**src/rtl/tl_c_channel_sender.sv**
```systemverilog
// tl_c_channel_sender
//   TileLink C-channel message sequencer for the L1 data cache. Takes one
//   Release / ReleaseData / ProbeAck / ProbeAckData request carrying a full
//   cache line and emits it on the C channel as one or more DATA_BITS beats.
//   After a Release-type message it blocks new requests until the matching
//   ReleaseAck appears on D.
//
// Optional feature macro: TL_C_ACK_TIMEOUT_EN
//   Adds the TIMEOUT_CYCLES parameter and the err_timeout output. This is a
//   sticky flag that is raised when no matching ReleaseAck arrives within
//   TIMEOUT_CYCLES cycles of entering WAIT_ACK. The FSM then returns to IDLE
//   without pulsing release_done.
//
// Ports
//   clock, reset_n        : clock and synchronous active-low reset
//   req_*                 : request from the writeback/probe unit (valid/ready)
//   c_*                   : C-channel beat output (valid/ready), registered
//   d_valid/opcode/source : D-channel monitor (never backpressured)
//   release_done          : one-cycle pulse on the matching ReleaseAck
//   busy                  : high in any state other than IDLE
//   err_timeout           : (optional) ReleaseAck watchdog expiry, sticky

module tl_c_channel_sender #(
    parameter int SOURCE_BITS = 4,
    parameter int ADDR_BITS   = 32,
    parameter int SIZE_BITS   = 4,
    parameter int DATA_BITS   = 128,
    parameter int LINE_BYTES  = 64
`ifdef TL_C_ACK_TIMEOUT_EN
    ,
    parameter int TIMEOUT_CYCLES = 1024
`endif
) (
    input  logic                    clock,
    input  logic                    reset_n,

    input  logic                    req_valid,
    output logic                    req_ready,
    input  logic [2:0]              req_opcode,
    input  logic [2:0]              req_param,
    input  logic [SIZE_BITS-1:0]    req_size,
    input  logic [SOURCE_BITS-1:0]  req_source,
    input  logic [ADDR_BITS-1:0]    req_address,
    input  logic [LINE_BYTES*8-1:0] req_data,
    input  logic                    req_corrupt,

    output logic                    c_valid,
    input  logic                    c_ready,
    output logic [2:0]              c_opcode,
    output logic [2:0]              c_param,
    output logic [SIZE_BITS-1:0]    c_size,
    output logic [SOURCE_BITS-1:0]  c_source,
    output logic [ADDR_BITS-1:0]    c_address,
    output logic [DATA_BITS-1:0]    c_data,
    output logic                    c_corrupt,

    input  logic                    d_valid,
    input  logic [3:0]              d_opcode,
    input  logic [SOURCE_BITS-1:0]  d_source,

    output logic                    release_done,
    output logic                    busy
`ifdef TL_C_ACK_TIMEOUT_EN
    ,
    output logic                    err_timeout
`endif
);

    localparam int BEAT_BYTES = DATA_BITS / 8;
    localparam int BEATS      = LINE_BYTES / BEAT_BYTES;
    localparam int LINE_BITS  = LINE_BYTES * 8;
    localparam int LG_BEAT    = $clog2(BEAT_BYTES);
    localparam int LG_BEATS   = $clog2(BEATS);
    localparam int CNT_W      = (LG_BEATS > 0) ? LG_BEATS : 1;

    typedef enum logic [1:0] {
        ST_IDLE,
        ST_SEND,
        ST_WAIT_ACK
    } state_t;

    state_t state_q, state_d;

    logic [2:0]             op_q;
    logic [2:0]             param_q;
    logic [SIZE_BITS-1:0]   size_q;
    logic [SOURCE_BITS-1:0] source_q;
    logic [ADDR_BITS-1:0]   addr_q;
    logic [DATA_BITS-1:0]   data_q;
    logic [LINE_BITS-1:0]   line_q;     // beats not yet presented, LSB-aligned
    logic                   corrupt_q;
    logic                   is_rel_q;
    logic [CNT_W-1:0]       beat_q;
    logic [CNT_W-1:0]       last_q;
    logic                   release_done_q, release_done_d;

    logic [2:0]             op_eff;
    logic                   req_has_data;
    logic [31:0]            size_ext;
    logic [CNT_W-1:0]       beats_m1;
    logic                   accept;
    logic                   c_fire;
    logic                   last_fire;
    logic                   ack_match;
    logic                   timeout_hit;

    // Request decode: illegal opcodes become ProbeAck, and the beat count is
    // 2^size / beat bytes clamped to 1..BEATS (always 1 when there is no data).
    always_comb begin
        op_eff       = (req_opcode < 3'd4) ? 3'd4 : req_opcode;
        req_has_data = (op_eff == 3'd5) || (op_eff == 3'd7);
        size_ext     = 32'(req_size);
        if (!req_has_data || size_ext <= 32'(LG_BEAT)) begin
            beats_m1 = '0;
        end else if ((size_ext - 32'(LG_BEAT)) >= 32'(LG_BEATS)) begin
            beats_m1 = CNT_W'(BEATS - 1);
        end else begin
            beats_m1 = CNT_W'((32'd1 << (size_ext - 32'(LG_BEAT))) - 32'd1);
        end
    end

    assign accept    = req_valid && (state_q == ST_IDLE);
    assign c_fire    = (state_q == ST_SEND) && c_ready;
    assign last_fire = c_fire && (beat_q == last_q);
    assign ack_match = d_valid && (d_opcode == 4'd6) && (d_source == source_q);

`ifdef TL_C_ACK_TIMEOUT_EN
    localparam int TO_W = $clog2(TIMEOUT_CYCLES) + 1;

    logic [TO_W-1:0] to_cnt_q;
    logic            err_q;

    assign timeout_hit = (state_q == ST_WAIT_ACK) && !ack_match &&
                         (to_cnt_q == TO_W'(TIMEOUT_CYCLES - 1));

    always_ff @(posedge clock) begin
        if (!reset_n) begin
            to_cnt_q <= '0;
            err_q    <= 1'b0;
        end else begin
            if (last_fire && is_rel_q) begin
                to_cnt_q <= '0;
            end else if (state_q == ST_WAIT_ACK) begin
                to_cnt_q <= to_cnt_q + 1'b1;
            end
            if (timeout_hit) begin
                err_q <= 1'b1;
            end
        end
    end

    assign err_timeout = err_q;
`else
    assign timeout_hit = 1'b0;
`endif

    always_comb begin
        state_d        = state_q;
        release_done_d = 1'b0;
        case (state_q)
            ST_IDLE: begin
                if (accept) begin
                    state_d = ST_SEND;
                end
            end
            ST_SEND: begin
                if (last_fire) begin
                    state_d = is_rel_q ? ST_WAIT_ACK : ST_IDLE;
                end
            end
            ST_WAIT_ACK: begin
                if (ack_match) begin
                    state_d        = ST_IDLE;
                    release_done_d = 1'b1;
                end else if (timeout_hit) begin
                    state_d = ST_IDLE;
                end
            end
            default: state_d = ST_IDLE;
        endcase
    end

    always_ff @(posedge clock) begin
        if (!reset_n) begin
            state_q        <= ST_IDLE;
            release_done_q <= 1'b0;
            op_q           <= '0;
            param_q        <= '0;
            size_q         <= '0;
            source_q       <= '0;
            addr_q         <= '0;
            data_q         <= '0;
            line_q         <= '0;
            corrupt_q      <= 1'b0;
            is_rel_q       <= 1'b0;
            beat_q         <= '0;
            last_q         <= '0;
        end else begin
            state_q        <= state_d;
            release_done_q <= release_done_d;
            if (accept) begin
                op_q      <= op_eff;
                param_q   <= req_param;
                size_q    <= req_size;
                source_q  <= req_source;
                addr_q    <= req_address;
                corrupt_q <= req_has_data && req_corrupt;
                is_rel_q  <= (op_eff == 3'd6) || (op_eff == 3'd7);
                beat_q    <= '0;
                last_q    <= beats_m1;
                if (req_has_data) begin
                    data_q <= req_data[DATA_BITS-1:0];
                    line_q <= req_data >> DATA_BITS;
                end else begin
                    data_q <= '0;
                    line_q <= '0;
                end
            end else if (c_fire) begin
                // The next beat is shifted into the output register so that
                // c_data is always a flop output.
                beat_q <= last_fire ? '0 : beat_q + 1'b1;
                data_q <= line_q[DATA_BITS-1:0];
                line_q <= line_q >> DATA_BITS;
            end
        end
    end

    assign req_ready    = (state_q == ST_IDLE);
    assign c_valid      = (state_q == ST_SEND);
    assign busy         = (state_q != ST_IDLE);
    assign release_done = release_done_q;
    assign c_opcode     = op_q;
    assign c_param      = param_q;
    assign c_size       = size_q;
    assign c_source     = source_q;
    assign c_address    = addr_q;
    assign c_data       = data_q;
    assign c_corrupt    = corrupt_q;

endmodule

```
**config.mk**
```make
export PLATFORM = sky130hd
export DESIGN_NAME = tl_c_channel_sender
export DESIGN_NICKNAME = d
export VERILOG_FILES = /design/src/rtl/tl_c_channel_sender.sv
export SDC_FILE = /design/constraint.sdc
export NUM_CORES = 1
export LEC_CHECK = 0
export CAP_MARGIN = 20
export CORE_AREA = 2 2 290 292
export CTS_CLUSTER_SIZE = 20
export DETAILED_ROUTE_END_ITERATION = 16
export DIE_AREA = 0 0 292 294
export PLACE_DENSITY_LB_ADDON = 0.25
export SLEW_MARGIN = 20
export SYNTH_ARGS = -nofsm -noshare
export SYNTH_HDL_FRONTEND = slang
export SYNTH_SLANG_ARGS = --single-unit
```
**constraint.sdc**
```tcl
create_clock -name clock -period 2.37 [get_ports clock]
set_clock_uncertainty 0.15 [all_clocks]
set_input_delay 0.474 -clock clock [delete_from_list [all_inputs] [get_ports clock]]
set_output_delay 0.474 -clock clock [all_outputs]
set_load 0.005 [all_outputs]
```
==> tab_implementation.tex <==
\begin{tabular}{lr}
\hline
Metric & Value \\
\hline
\multicolumn{2}{l}{\textbf{Synth}} \\
\quad Top post-synthesis cells by area & dfxtp\_1 44\%, a311oi\_2 21\%, a21oi\_1 8.3\%, nand3\_1 7.4\%, nand2\_1 6.8\% \\
\quad Synth warnings & 0 \\
\quad Most used flip-flop cell after synthesis & dfxtp\_1 \\
\quad Share of synthesized registers carrying an async set or reset & 0 \\
\quad Number of enable flip-flop cells after synthesis & 0 \\
\quad Top-count cell post-synth & dfxtp\_1 \\
\quad Largest area contributor in the netlist & dfxtp\_1 \\
\quad Commonest cells in the netlist & 566 x dfxtp\_1, 474 x nand2\_1, 430 x a21oi\_1 \\
\quad Net count after synthesis & 3,328 \\
\quad Total standard cell area after synthesis & around 26,000 um2 \\
\quad Synthesized area per cell & 9.43 um2 \\
\quad Synth Instances & 2,756 \\
\quad Number of library cell types mapped by synthesis & 38 \\
\quad Share of synthesized area occupied by flip-flops and latches & 0.436 \\
\quad Total of flip-flops plus latches after synthesis & 566 \\
\quad Synth top area share & 0.436 \\
\multicolumn{2}{l}{\textbf{Place}} \\
\quad \# port buffers & 750 \\
\quad Cell area reported after detailed placement & 35,700 um2 \\
\quad Placer's final routability congestion estimate & 0.843 \\
\quad Placed wire-length estimate & between 70 and 80 mm \\
\multicolumn{2}{l}{\textbf{Global route}} \\
\quad Final global-route overflow total & 0 \\
\quad GRT Overall Usage & 0.230 \\
\quad Number of antenna violations at the first check in global routing & 15 \\
\quad Maximum number of pins on one net before global-route repair & 90 \\
\quad Global-route wire length before repair & $\sim$150 mm \\
\quad Vias in the first global route & 24,680 \\
\multicolumn{2}{l}{\textbf{Setup path}} \\
\quad Critical Path End & c\_data[112] \\
\quad Critical register-to-register path startpoint & state\_q[0] \\
\quad Stage delay of the slowest cell on the critical path & 0.82 ns \\
\quad Largest fanout on the critical path & 2 \\
\quad Endpoint of the lowest-slack register-to-register path & line\_q[207] \\
\quad Category of the most critical setup path & reg -> out \\
\quad Count of buffering cells on the critical path with inverters included & 1 \\
\quad Total number of cells along the worst setup path & 1 \\
\quad Setup slack on the worst flop-to-flop path & 0.33 ns \\
\quad First element of the critical path & c\_data[112] \\
\quad Data required time of the worst path & 1.75 ns \\
\quad Library cell contributing the largest single delay on the critical path & clkdlybuf4s50\_1 \\
\quad Family with the most delay on the worst path & buffers and inverters \\
\quad Arrival time worst endpoint & 1.72 ns \\
\quad Cell chain of the critical path & clkdlybuf4s50\_1 \\
\quad Sort of element at the end of the critical path & output pin \\
\quad Kind of start point of the critical path & flip-flop \\
\quad Count of cells along the worst register-to-register path & 6 \\
\multicolumn{2}{l}{\textbf{STA}} \\
\quad Final critical delay including setup and external delays & 2.34 ns \\
\quad Part of the cycle the worst path needs & 0.989 \\
\quad Number of max-slew violations in the final report & 0 \\
\quad Hold violation count in the final report & 0 \\
\quad Final setup violating endpoints & 0 \\
\quad Max-Slew Margin vs Limit & 0.614 \\
\quad Transition time at the pin with the least slew margin & 0.580 ns \\
\quad RSZ-0062 raised after global routing & no \\
\quad Highest Clock Rate & 0.427 GHz \\
\quad Final hold slack & 0.277 ns \\
\multicolumn{2}{l}{\textbf{Route}} \\
\quad TritonRoute pass-1 iters & 5 \\
\quad Initial DRC Count & about 1,600 \\
\quad Sum of met3 wire segment lengths after detailed routing & 5.80 mm \\
\quad Antenna-violating nets left & 0 \\
\quad Routed wl met2 & 50.9 mm \\
\quad Via count & 24,766 \\
\quad Final routed wirelength across all metal layers & 104 mm \\
\quad Vias per cell & 5.39 \\
\quad Number of remaining DRC errors & 0 \\
\quad Max Used Layer & met5 \\
\quad Wire length on met1 & 43.9 mm \\
\quad Final routed wire length divided by cell count & 22.6 um \\
\multicolumn{2}{l}{\textbf{Cells and area}} \\
\quad Layout Nets & 4,026 \\
\quad Post-route design area & 38,100 um2 \\
\quad Number of inserted filler cells in the final layout & 7,908 \\
\quad Sequential cell area in the final layout & 11,300 um2 \\
\quad Post-layout utilization of the core & 0.459 \\
\quad Multi-input combinational cell area & 12,900 um2 \\
\quad Area overhead of the layout relative to synthesis & 46.5\% \\
\quad Share of cells above drive strength 1 & 0.202 \\
\multicolumn{2}{l}{\textbf{Floorplan}} \\
\quad DIE AREA & 85,800 um2 \\
\quad DIE HEIGHT & 294 um \\
\quad Floorplan Core Area & between 80,000 and 90,000 um2 \\
\quad Number of cell rows & 106 \\
\quad Horizontal die dimension & 292 um \\
\quad Boundary pin count & 751 \\
\quad Starting density of the core & 0.314 \\
\multicolumn{2}{l}{\textbf{Pwr}} \\
\quad Leakage power & 0.0126 uW \\
\quad Pwr dens & 704 nW/um2 \\
\quad Peak supply drop & 0.430 mV \\
\multicolumn{2}{l}{\textbf{Clock network}} \\
\quad \# clock sinks & 566 \\
\quad Number of CTS-inserted buffers & 67 \\
\quad H-tree levels & 3 \\
\quad Latest clock arrival within the worst-skew pair & 0.59 ns \\
\quad CTS clock-pin slew for the worst setup and hold paths & 0.06 ns \\
\quad CTS tree & built \\
\quad Clock root buffer & clkbuf\_16 \\
\quad Largest buffer count on any clock path & 3 \\
\multicolumn{2}{l}{\textbf{Worst hold path}} \\
\quad Classification of the worst-slack hold path & in -> reg \\
\quad Worst min-delay path startpoint & req\_address[29] \\
\multicolumn{2}{l}{\textbf{Status}} \\
\quad Result of the run & finished clean \\
\multicolumn{2}{l}{\textbf{Run}} \\
\quad Number of max-capacitance violations reported & 0 \\
\hline
\end{tabular}
logic make-up after synthesis:
family          Yosys count  share of synthesized area
buf+inv                 351                     0.0682
compound gates          953                      0.346
flops                   566                      0.436
xor+xnor                  7                    0.00236
simple gates            878                      0.147
mux                       1                   0.000578
placed cells by master, fill, tap and decap left out, drive strengths merged, types with 2 or more instances in the layout:
cell type / instances
nand2: 474
inv: 7
a21oi: 430
nand4b: 2
buf: 226
a32o: 3
dfxtp: 566
nor2: 4
diode: 8
clkdlybuf4s50: 750
a311oi: 386
bufinv: 5
nand3: 385
clkbuf: 97
xor2: 5
and2: 3
a22o: 128
clkinvlp: 2
xnor2: 2
clkinv: 12
per-layer routing:
metal  vias up  track usage
li1      11769            -
met1     11990        0.293
met2       828        0.391
met3       169       0.0397
met4        10       0.0839
met5         -            0
registers in the layout, indices dropped and copies added, names as in the netlist:
register / count
c_size: 4
c_param: 3
line_q: 384
c_data: 128
c_opcode: 3
c_address: 32
release_done: 1
beat_q: 2
c_corrupt: 1
state_q: 2
last_q: 2
c_source: 4
timing repair:
action / in CTS / in global routing
buffers inserted: 1 / 0
setup endpoints to repair: 3 / 0
gates resized for setup: 6 / 0
hold buffers: 0 / 0
report_power, final:
group          total (uW)  internal [uW]  switching [uW]
Sequential          10700          10200             447
Clock               10700           6440            4290
Combinational        5420           2780            2640
Total               26800          19400            7380
area by class of cell:
cell class,instances,area share
Clock buffer,97,0.0525
Sequential cell,566,0.298
Tap cell,1080,0.0355
Clock inverter,22,0.00759
Timing Repair Buffer,976,0.266
Inverter,4,0.000789
Multi-Input combinational cell,1839,0.340
Antenna cell,8,0.000526
metrics by stage:
step	worst slack [ns]	std cells	setup TNS [ns]	total power, uW
after floorplan	0.512	2756	0	13500
after global placement	-0.151	4464	-24.56	16300
after detailed placement	-0.210	4464	-30.51	16300
after CTS	0.0364	4584	0	27000
after global routing	0.0345	4592	0	27900
final	0.0269	4592	0	26800
how the worst min path moves through the flow:
| stage | endpoint | slack [ns] | cells past startpoint |
|---|---|---|---|
| after CTS | c_address[18] | 0.23 | 3 |
| after global placement | c_address[14] | 0.29 | 2 |
| after floorplan | c_opcode[1] | 0.29 | 2 |
| after global routing | c_address[13] | 0.26 | 3 |
| final | c_address[29] | 0.28 | 3 |
| after detailed placement | c_address[20] | 0.30 | 2 |
tightest hold or removal path: stages:
cell and delay, ns:
clkdlybuf4s50_1 0.39, nand2_1 0.05, a21oi_1 0.05
Power figures use the tool's default switching activity.
